===== src/rtl/ssd_scan_controller.sv =====
// Four-digit common-anode seven-segment scan controller with inter-digit blanking,
// frame-synchronous value updates, leading-zero blanking and per-digit decimal points.

module ssd_decoder (
  input  logic [3:0] digit,
  output logic [7:0] seg
);
  // Active-low, seg[7:1] = CA..CG, seg[0] = DP (kept dark here)
  always_comb begin
    unique case (digit)
      4'd0:    seg = 8'h03;
      4'd1:    seg = 8'h9F;
      4'd2:    seg = 8'h25;
      4'd3:    seg = 8'h0D;
      4'd4:    seg = 8'h99;
      4'd5:    seg = 8'h49;
      4'd6:    seg = 8'h41;
      4'd7:    seg = 8'h1F;
      4'd8:    seg = 8'h01;
      4'd9:    seg = 8'h09;
      default: seg = 8'hFF;
    endcase
  end
endmodule

module ssd_scan_controller #(
  parameter int REFRESH_CYCLES = 100000,
  parameter int BLANK_CYCLES   = 1000
) (
  input  logic        clk,
  input  logic        reset,
  input  logic        enable,
  input  logic        load,
  input  logic [15:0] value,
  input  logic [3:0]  dp_mask,
  input  logic        lz_blank,
  output logic [3:0]  an,
  output logic [7:0]  seg,
  output logic        frame_done
);
  localparam int MAXC = (REFRESH_CYCLES > BLANK_CYCLES) ? REFRESH_CYCLES : BLANK_CYCLES;
  localparam int CW   = (MAXC > 1) ? $clog2(MAXC) : 1;
  localparam logic [CW-1:0] REFRESH_LAST = CW'(REFRESH_CYCLES - 1);
  localparam logic [CW-1:0] BLANK_LAST   = CW'(BLANK_CYCLES - 1);

  typedef enum logic [1:0] {IDLE, BLANK, SHOW} state_t;

  state_t        state_q, state_d;
  logic [1:0]    idx_q, idx_d;
  logic [CW-1:0] cnt_q, cnt_d;
  logic [15:0]   shadow_value_q, shadow_value_d, active_value_q, active_value_d;
  logic [3:0]    shadow_dp_q, shadow_dp_d, active_dp_q, active_dp_d;
  logic          shadow_lz_q, shadow_lz_d, active_lz_q, active_lz_d;
  logic [3:0]    an_q, an_d;
  logic [7:0]    seg_q, seg_d;
  logic          frame_done_q, frame_done_d;
  logic          copy_active;
  logic [3:0]    digit_nib;
  logic [7:0]    dec_seg;
  logic [3:0]    is_zero, lz_mask;

  always_comb begin
    state_d        = state_q;
    idx_d          = idx_q;
    cnt_d          = cnt_q;
    copy_active    = 1'b0;
    shadow_value_d = load ? value    : shadow_value_q;
    shadow_dp_d    = load ? dp_mask  : shadow_dp_q;
    shadow_lz_d    = load ? lz_blank : shadow_lz_q;
    if (!enable) begin
      state_d = IDLE;
      idx_d   = 2'd0;
      cnt_d   = '0;
    end else begin
      unique case (state_q)
        IDLE: begin
          state_d     = BLANK;
          idx_d       = 2'd0;
          cnt_d       = '0;
          copy_active = 1'b1;
        end
        BLANK: begin
          if (cnt_q == BLANK_LAST) begin
            state_d = SHOW;
            cnt_d   = '0;
          end else begin
            cnt_d = cnt_q + CW'(1);
          end
        end
        SHOW: begin
          if (cnt_q == REFRESH_LAST) begin
            state_d     = BLANK;
            cnt_d       = '0;
            idx_d       = idx_q + 2'd1;
            copy_active = (idx_q == 2'd3);
          end else begin
            cnt_d = cnt_q + CW'(1);
          end
        end
        default: begin
          state_d = IDLE;
          idx_d   = 2'd0;
          cnt_d   = '0;
        end
      endcase
    end
    // A load on the frame-start edge bypasses the shadow so it is not lost
    active_value_d = active_value_q;
    active_dp_d    = active_dp_q;
    active_lz_d    = active_lz_q;
    if (copy_active) begin
      active_value_d = load ? value    : shadow_value_q;
      active_dp_d    = load ? dp_mask  : shadow_dp_q;
      active_lz_d    = load ? lz_blank : shadow_lz_q;
    end
  end

  assign digit_nib = active_value_q[{idx_d, 2'b00} +: 4];

  ssd_decoder u_decoder (
    .digit (digit_nib),
    .seg   (dec_seg)
  );

  always_comb begin
    for (int i = 0; i < 4; i++) is_zero[i] = (active_value_q[4*i +: 4] == 4'd0);
  end

  assign lz_mask = {active_lz_q & is_zero[3],
                    active_lz_q & is_zero[3] & is_zero[2],
                    active_lz_q & is_zero[3] & is_zero[2] & is_zero[1],
                    1'b0};

  // Outputs are computed from the next state so they line up with it when registered
  always_comb begin
    an_d         = 4'hF;
    seg_d        = 8'hFF;
    frame_done_d = 1'b0;
    if (state_d == SHOW) begin
      an_d         = ~(4'b0001 << idx_d);
      seg_d        = {lz_mask[idx_d] ? 7'h7F : dec_seg[7:1], ~active_dp_q[idx_d]};
      frame_done_d = (idx_d == 2'd3) && (cnt_d == REFRESH_LAST);
    end
  end

  always_ff @(posedge clk) begin
    if (reset) begin
      state_q        <= IDLE;
      idx_q          <= 2'd0;
      cnt_q          <= '0;
      shadow_value_q <= 16'h0;
      shadow_dp_q    <= 4'h0;
      shadow_lz_q    <= 1'b0;
      active_value_q <= 16'h0;
      active_dp_q    <= 4'h0;
      active_lz_q    <= 1'b0;
      an_q           <= 4'hF;
      seg_q          <= 8'hFF;
      frame_done_q   <= 1'b0;
    end else begin
      state_q        <= state_d;
      idx_q          <= idx_d;
      cnt_q          <= cnt_d;
      shadow_value_q <= shadow_value_d;
      shadow_dp_q    <= shadow_dp_d;
      shadow_lz_q    <= shadow_lz_d;
      active_value_q <= active_value_d;
      active_dp_q    <= active_dp_d;
      active_lz_q    <= active_lz_d;
      an_q           <= an_d;
      seg_q          <= seg_d;
      frame_done_q   <= frame_done_d;
    end
  end

  assign an         = an_q;
  assign seg        = seg_q;
  assign frame_done = frame_done_q;
endmodule


===== config.mk =====
export PLATFORM = sky130hd
export DESIGN_NAME = ssd_scan_controller
export DESIGN_NICKNAME = d
export VERILOG_FILES = /design/src/rtl/ssd_scan_controller.sv
export SDC_FILE = /design/constraint.sdc
export NUM_CORES = 1
export LEC_CHECK = 0
export BUFFER_PORTS_ARGS = -buffer_cell sky130_fd_sc_hd__clkbuf_2
export CAP_MARGIN = 0
export CORE_ASPECT_RATIO = 1.5
export CORE_MARGIN = 5
export CORE_UTILIZATION = 58
export CTS_CLUSTER_SIZE = 30
export DETAILED_ROUTE_END_ITERATION = 10
export PLACE_DENSITY = 0.84
export SYNTH_ARGS = -nofsm -noshare
export SYNTH_HDL_FRONTEND = slang
export SYNTH_SLANG_ARGS = --single-unit

===== constraint.sdc =====
create_clock -name clk -period 3.62 [get_ports clk]
set_clock_uncertainty 0.15 [all_clocks]
set_input_delay 0 -clock clk [delete_from_list [all_inputs] [get_ports clk]]
set_output_delay 0 -clock clk [all_outputs]
set_load 0.03 [all_outputs]

==> flow_metrics.py, run 1 <==
metrics = {
    "timing": {
        "fmax_mhz": 300.7,
        "maxSlewViolCount": 0,
        "setup_tns_ns": 0,
        "hold_viol": 0,
        "slew_headroom": 0.5375,
        "rsz0062_at_grt": "false",
        "period_share": 0.9187,
        "fin_hold_ws_ns": 0.06280,
        "tightestPinTransition_ns": 0.6938,
        "fin_crit_ns": 3.326,
        "finalSetupViolations": 0,
    },
    "place": {
        "post-dp-hpwl_mm": 5.540,
        "port_buffers": 37,
        "routabilityCongestion": 0.9560,
    },
    "cts": {
        "clockBufferDepth": 2,
        "cts.clk_slew.worst_paths_ns": 0.08,
        "worstSkewPairLatency_ns": 0.35,
        "cts.sinks": 76,
        "htreeDepth": 3,
        "root_buffer": "clkbuf_8",
        "cts_tree": "yes",
        "cts_buffers": 9,
    },
    "global_route": {
        "gr-total-overflow": 0,
        "met1_usage": 0.2527,
        "grt_pass1_vias": 3079,
        "antenna_found_initial": 0,
        "use_met2": 0.3845,
        "gr-max-usage-layer": "met2",
        "gr-usage-met3": 0.04163,
        "grt_pass1_wl_mm": 13.81,
        "grt_max_degree": 46,
        "grt.total_usage": 0.2218,
    },
    "die": {
        "start_util": 0.5891,
        "die-width_um": 74.20,
        "pin_count": 38,
        "core_um2": 6087,
        "num_rows": 35,
        "dieArea_um2": 7887,
        "die_y_um": 106.3,
    },
    "detailed_routing": {
        "first_pass_iters": 4,
        "drc": 0,
        "via_count": 3129,
        "drtAntennaViolNets": 0,
        "drtIter0Drc": 171,
        "wl_per_cell_um": 15.10,
        "finalWirelength_mm": 8.111,
        "via_per_inst": 5.827,
    },
    "yosys": {
        "synthArstFlopShare": 0,
        "synth_area_um2": 3586,
        "synth_ff_type": "dfxtp_1",
        "synthCells": 406,
        "ys.warnings.count": 0,
        "synth_fp_nets": 443,
        "ys_ff_latch": 76,
        "yosys-mux-area-fraction": 0.07327,
        "synth-edff-count": 0,
        "synthXorXnorAreaFrac": 0.04396,
        "syn_avg_cell_area_um2": 8.832,
        "synthSimpleGateAreaFrac": 0.2610,
        "yosysSeqAreaShare": 0.4243,
        "synthAdderAreaFrac": 0.04187,
        "yosys.cell_types.count": 56,
        "synth_compound_area_frac": 0.1172,
        "synth_top_family_by_area": "simple AND/OR/NAND/NOR gates",
    },
    "worst_setup_path": {
        "worst-r2r-cell-count": 10,
        "worstSetupPathType": "flop to flop",
        "cp-start-kind": "flop",
        "arrival_ns": 3.41,
        "reg2reg_from": "cnt_q[7]$_SDFF_PP0_",
        "critPathLaunch": "cnt_q[7]$_SDFF_PP0_",
        "r2r_slack_ns": 0.29,
        "cp-end-kind": "flop",
        "r2r_end": "seg[6]$_SDFF_PP1_",
        "crit_required_ns": 3.70,
        "critPathCapture": "seg[6]$_SDFF_PP1_",
        "worst-path-max-fanout": 9,
    },
    "run_status": {
        "outcome": "finished clean",
    },
    "pwr": {
        "p_leak_nw": 1.697,
        "power_per_cell_area_nw_per_um2": 408.2,
        "ir_worst_vdd_v": 0.0005286,
    },
    "final_layout": {
        "synthToLayoutAreaGrowth_pct": 18.63,
        "drive_gt1_frac": 0.1555,
        "final_cell_mix": "nor2_1, dfxtp_1, clkbuf_2, mux2i_1, dlygate4sd3_1",
        "diodes": 0,
        "layout.nets": 495,
    },
    "flow_run": {
        "maxCapViolations": 0,
    },
    "hold_path": {
        "hold_class": "primary input to flop",
    },
}
[power by group]
| part | internal (mW) | total [mW] | leakage (nW) | switching (mW) |
|---|---|---|---|---|
| combinational | 0.0861 | 0.189 | 0.968 | 0.103 |
| clock | 0.343 | 0.655 | 0.107 | 0.312 |
| sequential | 0.870 | 0.892 | 0.622 | 0.0227 |
[worst min-delay path by stage]
stage	cells past startpoint	from	end
after global placement	3	dp_mask[3]	shadow_dp_q[3]$_SDFF_PP0_
after floorplan	2	dp_mask[0]	shadow_dp_q[0]$_SDFF_PP0_
after CTS	4	enable	an[0]$_SDFF_PP1_
after detailed placement	3	dp_mask[3]	shadow_dp_q[3]$_SDFF_PP0_
final	4	enable	an[0]$_SDFF_PP1_
after global routing	4	enable	an[0]$_SDFF_PP1_
[worst max-delay path, cell delays in order, from the launching register on]
cell and delay [ns]:
dfxtp_1 0.44, or3b_4 0.44, nor4_4 0.48, and3_1 0.34
o21ai_1 0.13, a222oi_1 0.30, nand3_1 0.22, inv_1 0.18
ha_1 0.26, a21oi_1 0.15, o21bai_1 0.10
[synthesized netlist by cell type (2+ instances only)]
master	number	area (µm²)
buf_1	3	11.26
clkbuf_1	18	67.56
a211o_1	3	26.28
nor4_1	10	62.56
nand3_1	19	95.09
o211ai_1	2	15.01
a22oi_1	3	22.52
o21ai_0	5	25.02
nand4_1	8	50.05
a211oi_1	21	157.7
nand4b_1	3	26.28
mux2i_1	24	240.2
nand2_1	22	82.58
ha_1	12	150.1
mux2_2	2	22.52
nor3b_2	2	25.02
nor3_1	5	25.02
dfxtp_1	76	1521
xnor2_1	7	61.31
nand3b_1	3	22.52
nor2_1	76	285.3
and3_1	8	50.05
a21oi_1	10	50.05
nor2b_1	4	25.02
xor2_1	11	96.34
and4_1	4	35.03
a31oi_1	4	25.02
buf_2	2	10.01
inv_1	11	41.29
o21bai_1	2	15.01
[state kept, by name (all words and copies together) (netlist names), 4 cells and up]
register / count
shadow_dp_q: 4
active_dp_q: 4
seg: 8
cnt_q: 17
active_value_q: 16
shadow_value_q: 16
an: 4
[layer usage]
layer,routed length (µm),part of all wire,vias up
li1,-,-,1544
met1,3224,0.40,1464
met2,4256,0.52,90
met3,298,0.037,31
met4,331,0.041,0
met5,0,0,-
[kinds of logic after synthesis]
group           after synthesis
compound gates               60
xor+xnor                     18
fa+ha+maj                    12
buf+inv                      35
flops                        76
mux                          26
simple gates                179
[timing repair]
action                                 4_1_cts  5_1_grt
setup endpoints to repair                    0        2
gates resized for setup                      0        1
hold buffers                                23        0
buffers inserted                             0        0
endpoints found under the hold margin       44        0
[per-stage QoR]
step | area (µm²) | cells | power (mW) | util | setup slack [ns]
floorplan | 3586 | 406 | 1.030 | - | 0.5761
CTS | 4245 | 537 | 1.744 | 0.6974 | 0.2776
global route | 4254 | 537 | 1.808 | 0.6989 | 0.02121
detailed placement | 3807 | 498 | 1.076 | 0.6255 | 0.3165
global placement | 3807 | 498 | 1.069 | 0.6255 | 0.4550
finish | 4254 | 537 | 1.737 | 0.6989 | 0.2945
[final cells by class]
cell class / count / area [µm²]
Clock inverter: 6 / 70.07
Timing Repair Buffer: 65 / 452.9
Clock buffer: 10 / 137.6
Fill cell: 478 / 1833
Sequential cell: 76 / 1521
Tap cell: 74 / 92.59
Inverter: 11 / 41.29
Multi-Input combinational cell: 295 / 1938
Note: power is estimated with default switching activity, not from simulation.
==> run 2: changes to the inputs <==
--- a/config.mk
+++ b/config.mk
@@ -5,6 +5,7 @@
 export SDC_FILE = /design/constraint.sdc
 export NUM_CORES = 1
 export LEC_CHECK = 0
+export ABC_AREA = 1
 export BUFFER_PORTS_ARGS = -buffer_cell sky130_fd_sc_hd__clkbuf_2
 export CAP_MARGIN = 0
 export CORE_ASPECT_RATIO = 1.5
==> run 2 against run 1 <==
  * Synthesized cell count is 15% higher
  * Sequential share of layout area is 0.13 points higher
  * Via count is 1.9% lower
  * First-iteration DRC count is 4.1% lower
  * Sequential cell count stayed put
  * Die area hardly changed
  * Clock power is 2% higher
  * Design area is 0.35% lower
  * Total power is 2.1% lower
  * Global-route usage is 0.43 points lower
  * Fmax is 18% higher
  * Critical path type unchanged
  * Largest cell class unchanged
==> flow_metrics.py, run 2 <==
metrics = {
    "run_status": {
        "outcome": "finished clean",
    },
    "timing": {
        "hold_viol": 0,
        "period_share": 0.7752,
        "fmax_mhz": 356.3,
        "tightestPinTransition_ns": 0.9945,
        "slew_headroom": 0.3370,
        "setup_tns_ns": 0,
        "finalSetupViolations": 0,
        "rsz0062_at_grt": "false",
        "maxSlewViolCount": 0,
        "fin_crit_ns": 2.806,
    },
    "worst_setup_path": {
        "critical_path.slowest_cell": "dfxtp_1",
        "path_buf_inv": 2,
        "cp-end-kind": "flop",
        "arrival_ns": 2.89,
        "r2r_slack_ns": 0.81,
        "crit_required_ns": 3.71,
        "crit_chain": "ha_1 > nand2_2 > inv_2 > nand2_2 > nor2_4 > nand3_1 > nand2_2 > nand3_2 > nand2_2 > nand2_1 > o21ai_0 > nand2_1 > nand2_1 > inv_1 > ha_1 > nand2_1 > nand3_1 > nand3_1",
        "max_stage_delay_ns": 0.36,
        "path_delay_family": "simple AND/OR/NAND/NOR gates",
        "worstSetupPathType": "flop to flop",
        "cp-start-kind": "flop",
        "reg2reg_from": "cnt_q[0]$_SDFF_PP0_",
        "worst-r2r-cell-count": 18,
        "worst-path-max-fanout": 20,
        "r2r_end": "seg[4]$_SDFF_PP1_",
        "critPathLaunch": "cnt_q[0]$_SDFF_PP0_",
    },
    "pwr": {
        "p_leak_nw": 1.818,
        "power_mw": 1.699,
        "ir_worst_vdd_v": 0.0003955,
        "power_per_cell_area_nw_per_um2": 400.9,
    },
    "place": {
        "port_buffers": 37,
        "routabilityCongestion": 0.8843,
        "post-dp-hpwl_mm": 5.356,
        "placed_cell_area_um2": 3809,
    },
    "detailed_routing": {
        "wl_per_cell_um": 12.69,
        "drtIter0Drc": 164,
        "via_per_inst": 5.106,
        "finalWirelength_mm": 7.629,
        "via_count": 3069,
        "drtAntennaViolNets": 0,
        "first_pass_iters": 4,
        "drc": 0,
    },
    "yosys": {
        "ys_ff_latch": 76,
        "synth.most_common_cell": "nand2_1",
        "yosys.cell_types.count": 34,
        "synth.top_cell.area_share": 0.4247,
        "synth_area_leader_cell": "dfxtp_1",
        "synthCells": 465,
        "netlist_top_cells_area": "dfxtp_1, nand2_1, inv_1",
        "synth-edff-count": 0,
        "synth_area_um2": 3582,
        "synthArstFlopShare": 0,
        "ys.warnings.count": 0,
        "yosys-mux-area-fraction": 0.04191,
        "yosysSeqAreaShare": 0.4247,
        "synthAdderAreaFrac": 0.04191,
        "synth_top_family_by_area": "simple AND/OR/NAND/NOR gates",
        "syn_avg_cell_area_um2": 7.704,
        "synthXorXnorAreaFrac": 0.02689,
        "synth_ff_type": "dfxtp_1",
        "synth_fp_nets": 502,
        "synth_compound_area_frac": 0.07510,
        "synth_commonest_cells": "nand2_1, dfxtp_1, inv_1",
        "synthSimpleGateAreaFrac": 0.3091,
    },
    "global_route": {
        "antenna_found_initial": 0,
        "grt_pass1_wl_mm": 13.60,
        "grt.total_usage": 0.2174,
        "gr-total-overflow": 0,
        "grt_pass1_vias": 2976,
        "grt_max_degree": 49,
    },
    "cts": {
        "cts_hold_buf": 22,
        "clockBufferDepth": 2,
        "cts_setup_buffers": 0,
        "worstSkewPairLatency_ns": 0.36,
        "cts_resized": 0,
        "cts.sinks": 76,
        "cts_tree": "yes",
        "root_buffer": "clkbuf_8",
        "htreeDepth": 3,
        "cts.clk_slew.worst_paths_ns": 0.09,
        "cts_buffers": 9,
    },
    "final_layout": {
        "largest_register_ffs": 17,
        "n_fill_cell": 489,
        "reg_top3": "cnt_q: 17 flops, active_value_q: 16 flops, shadow_value_q: 16 flops",
        "drive_gt1_frac": 0.1879,
        "diodes": 0,
        "regMostFlops": "cnt_q",
        "synthToLayoutAreaGrowth_pct": 18.34,
        "final_cell_mix": "nand2_1, dfxtp_1, inv_1, nor2_1, clkbuf_2",
        "postLayoutCellArea_um2": 4239,
        "final_common_cell": "nand2_1",
        "layout.nets": 559,
    },
    "flow_run": {
        "maxCapViolations": 0,
    },
    "die": {
        "die_y_um": 106.3,
        "num_rows": 35,
        "die-width_um": 74.17,
        "dieArea_um2": 7880,
        "pin_count": 38,
        "start_util": 0.5885,
        "core_um2": 6087,
    },
    "hold_path": {
        "hp-start": "load",
        "min_to": "shadow_value_q[6]$_SDFF_PP0_",
        "hold_class": "primary input to flop",
        "holdPathStages": 3,
    },
}
-- run 2: logic make-up (layout without fill, tap and decap cells) --
group | count (synthesis) | count (layout)
AOI/OAI and AO/OA | 48 | 48
xor gates and xnor gates | 11 | 11
adders and majority gates | 12 | 12
buffers and inverters | 74 | 136
DFF | 76 | 76
muxes | 15 | 15
and+or+nand+nor | 229 | 229
-- run 2: worst min-delay path: stages --
cell and delay, ns:
clkbuf_2 0.38, mux2i_1 0.23, nor2_1 0.08
-- run 2: metrics by stage --
stage          hold WS, ns  instances  setup slack (ns)    util
3_5_place_dp        0.1184        563            0.8676  0.6257
2_1_floorplan     0.009489        465             1.183       -
6_report            0.2211        601            0.8136  0.6964
5_1_grt             0.2851        601            0.4482  0.6964
3_3_place_gp        0.1093        563             1.009  0.6257
4_1_cts             0.2164        601            0.8037  0.6964
-- run 2: worst max-delay path by stage --
stage / to / cells past startpoint
floorplan: seg[4]$_SDFF_PP1_ / 17
global placement: seg[4]$_SDFF_PP1_ / 18
detailed placement: seg[4]$_SDFF_PP1_ / 18
CTS: seg[4]$_SDFF_PP1_ / 18
global route: seg[4]$_SDFF_PP1_ / 18
finish: seg[4]$_SDFF_PP1_ / 18
-- run 2: final cells by class --
class	count	area (µm²)	area share
sequential	76	1521	0.3589
multi-input combinational	315	1777	0.4191
clock inverter	6	72.57	0.01712
inverter	60	225.2	0.05313
timing repair buffer	60	412.9	0.09740
clock buffer	10	137.6	0.03247
tap	74	92.59	0.02184
-- run 2: power breakdown --
| group | switching (mW) | total [mW] | internal, mW |
|---|---|---|---|
| combinational | 0.0838 | 0.152 | 0.0678 |
| clock | 0.327 | 0.670 | 0.343 |
| sequential | 0.0133 | 0.878 | 0.865 |
-- run 2: layer usage --
layer / wire (µm) / share of wire / vias to the layer above / GRT usage
li1: - / - / 1590 / -
met4: 158 / 0.021 / 0 / 0.07902
met2: 3957 / 0.52 / 65 / 0.3661
met3: 320 / 0.042 / 14 / 0.05298
met1: 3193 / 0.42 / 1400 / 0.2623
met5: 0 / 0 / - / 0
==> run 3: changes to the inputs <==
--- a/config.mk
+++ b/config.mk
@@ -10,10 +10,10 @@
 export CAP_MARGIN = 0
 export CORE_ASPECT_RATIO = 1.5
 export CORE_MARGIN = 5
-export CORE_UTILIZATION = 58
+export CORE_UTILIZATION = 53
 export CTS_CLUSTER_SIZE = 30
 export DETAILED_ROUTE_END_ITERATION = 10
-export PLACE_DENSITY = 0.84
+export PLACE_DENSITY = 0.81
 export SYNTH_ARGS = -nofsm -noshare
 export SYNTH_HDL_FRONTEND = slang
 export SYNTH_SLANG_ARGS = --single-unit
==> constraint.sdc (replaced) <==
create_clock -name clk -period 2.3 [get_ports clk]
set_clock_uncertainty 0.15 [all_clocks]
set_input_delay 0 -clock clk [delete_from_list [all_inputs] [get_ports clk]]
set_output_delay 0 -clock clk [all_outputs]
set_load 0.03 [all_outputs]
==> run 3 against run 2 <==
  * Sequential power rose by 57%
  * Hold slack improved by 0.012 ns
  * Fmax rose by 17%
  * Critical path depth fell by 1
  * Critical endpoint is now seg[7]$_SDFF_PP1_
  * Core utilization rose by 2.5 points
  * The run now ends with setup timing left
  * Via count rose by 7.2%
==> flow_metrics.py, run 3 (synthesis results as in run 2) <==
metrics = {
    "run_status": {
        "outcome": "complete, but fails checks",
        "violations": "setup timing",
    },
    "worst_setup_path": {
        "arrival_ns": 2.50,
        "reg2reg_from": "cnt_q[0]$_SDFF_PP0_",
        "worst-path-max-fanout": 4,
        "max_stage_delay_ns": 0.36,
        "critPathLaunch": "cnt_q[0]$_SDFF_PP0_",
        "crit_chain": "ha_4 > nand2_4 > inv_2 > nand2_2 > nor2_4 > nand4_4 > a21oi_4 > buf_6 > nand3_2 > nand2_1 > nand2_2 > nand2_4 > inv_4 > ha_4 > nand3b_1 > nand3_1 > nand3_1",
        "critical_path.slowest_cell": "dfxtp_2",
        "r2r_slack_ns": -0.10,
        "r2r_end": "seg[7]$_SDFF_PP1_",
        "worst-r2r-cell-count": 17,
        "cp-start-kind": "flop",
        "crit_required_ns": 2.40,
        "path_delay_family": "simple AND/OR/NAND/NOR gates",
        "path_buf_inv": 3,
        "cp-end-kind": "flop",
        "worstSetupPathType": "flop to flop",
    },
    "cts": {
        "cts.clk_slew.worst_paths_ns": 0.09,
        "cts_buffers": 9,
        "clockBufferDepth": 2,
        "worstSkewPairLatency_ns": 0.36,
        "cts_tree": "yes",
        "htreeDepth": 3,
        "root_buffer": "clkbuf_8",
        "cts.sinks": 76,
    },
    "die": {
        "pin_count": 38,
        "die-width_um": 77.13,
        "core_um2": 6531,
        "num_rows": 36,
        "dieArea_um2": 8537,
        "die_y_um": 110.7,
        "start_util": 0.5485,
    },
    "detailed_routing": {
        "finalWirelength_mm": 8.655,
        "drtIter0Drc": 180,
        "wl_per_cell_um": 13.57,
        "drtAntennaViolNets": 0,
        "drc": 0,
        "via_count": 3290,
        "first_pass_iters": 4,
        "via_per_inst": 5.157,
    },
    "timing": {
        "tightestPinTransition_ns": 0.6738,
        "fmax_mhz": 416.2,
        "finalSetupViolations": 7,
        "period_share": 1.045,
        "rsz0062_at_grt": "true",
        "hold_viol": 0,
        "setup_ws_ns": -0.1030,
        "fin_crit_ns": 2.403,
        "maxSlewViolCount": 0,
        "slew_headroom": 0.5508,
        "setup_tns_ns": -0.5292,
        "fin_hold_ws_ns": 0.2330,
    },
    "pwr": {
        "p_comb_frac": 0.095,
        "p_sw_frac": 0.2544,
        "p_seq_frac": 0.487,
        "ir_worst_vdd_v": 0.0005737,
        "clkPwrFrac": 0.418,
        "p_leak_nw": 2.029,
        "p_switching_uw": 722.0,
        "power_per_cell_area_nw_per_um2": 602.4,
        "intPower_mw": 2.116,
        "power_mw": 2.838,
    },
    "place": {
        "placed_cell_area_um2": 4046,
        "post-dp-hpwl_mm": 5.740,
        "port_buffers": 37,
        "post-place-ws_ns": -0.03509,
        "dp_cells": 592,
        "routabilityCongestion": 0.8828,
    },
    "hold_path": {
        "holdPathStages": 3,
        "hold_class": "primary input to flop",
        "min_to": "shadow_value_q[0]$_SDFF_PP0_",
        "hp-start": "load",
    },
    "global_route": {
        "grt_pass1_wl_mm": 14.41,
        "grt.total_usage": 0.2040,
        "gr-total-overflow": 0,
        "grt_max_degree": 48,
        "grt_pass1_vias": 3310,
        "antenna_found_initial": 0,
    },
    "final_layout": {
        "postLayoutCellArea_um2": 4711,
        "final_common_cell": "nand2_1",
        "drive_gt1_frac": 0.2847,
        "reg_top3": "cnt_q: 17 flops, active_value_q: 16 flops, shadow_value_q: 16 flops",
        "regMostFlops": "cnt_q",
        "final_cell_mix": "nand2_1, dfxtp_1, inv_1, nor2_1, clkbuf_2",
        "finish.utilization": 0.7213,
        "layout.nets": 594,
        "largest_register_ffs": 17,
        "diodes": 0,
        "synthToLayoutAreaGrowth_pct": 31.51,
        "finalNonFillerCells": 638,
    },
    "flow_run": {
        "maxCapViolations": 0,
    },
}
run 3: changes by cell type in the layout (fill, tap and decap cells not counted), sizes merged:
cell	previous run	this run
buf	1	33
clkinvlp	1	0
bufinv	1	2
clkbuf	47	46
clkinv	3	1
inv	61	64
o21ai	21	22
dlygate4sd3	22	24
run 3: metal layers:
metal | routed length (µm) | global-route usage | up-vias
met3 | 332 | 0.04878 | 18
met4 | 236 | 0.09404 | 0
met2 | 4689 | 0.3678 | 74
met1 | 3396 | 0.2185 | 1537
li1 | - | - | 1661
met5 | 0 | 0 | -
run 3: area by class of cell:
cell class,count,area (µm²)
clock buffer,9,123.9
tap,76,95.09
multi-input combinational,316,1946
inverter,60,235.2
timing repair buffer,94,680.7
fill,477,1821
clock inverter,7,106.4
sequential,76,1524
run 3: worst max path at each step:
stage	cells past startpoint	to
after floorplan	17	seg[4]$_SDFF_PP1_
after global placement	16	seg[7]$_SDFF_PP1_
after detailed placement	11	active_value_q[6]$_SDFFE_PP0P_
after CTS	17	seg[7]$_SDFF_PP1_
after global routing	17	seg[7]$_SDFF_PP1_
final	17	seg[7]$_SDFF_PP1_
run 3: power by group through the flow:
| stage | clock (mW) | sequential (mW) | combinational [mW] |
|---|---|---|---|
| 3_5_place_dp | 0 | 1.41 | 0.217 |
| 5_1_grt | 1.26 | 1.39 | 0.304 |
| 2_1_floorplan | 0 | 1.41 | 0.155 |
| 4_1_cts | 1.20 | 1.38 | 0.259 |
| 3_3_place_gp | 0 | 1.41 | 0.209 |
| 6_report | 1.19 | 1.38 | 0.270 |
run 3: timing repair:
action / CTS / global route
gates resized for setup: 16 / 19
gates cloned: 0 / 1
hold endpoints to repair: 40 / 0
endpoints found under the setup margin: 20 / 26
buffers inserted: 4 / 1
pin swaps: 5 / 14
hold buffers: 24 / 0
run 3: tightest hold or removal path: cells and delay by family:
kind                   cells  cell delay, ns
AND/OR/NAND/NOR            1            0.08
multiplexers               1            0.24
buffers and inverters      1            0.39
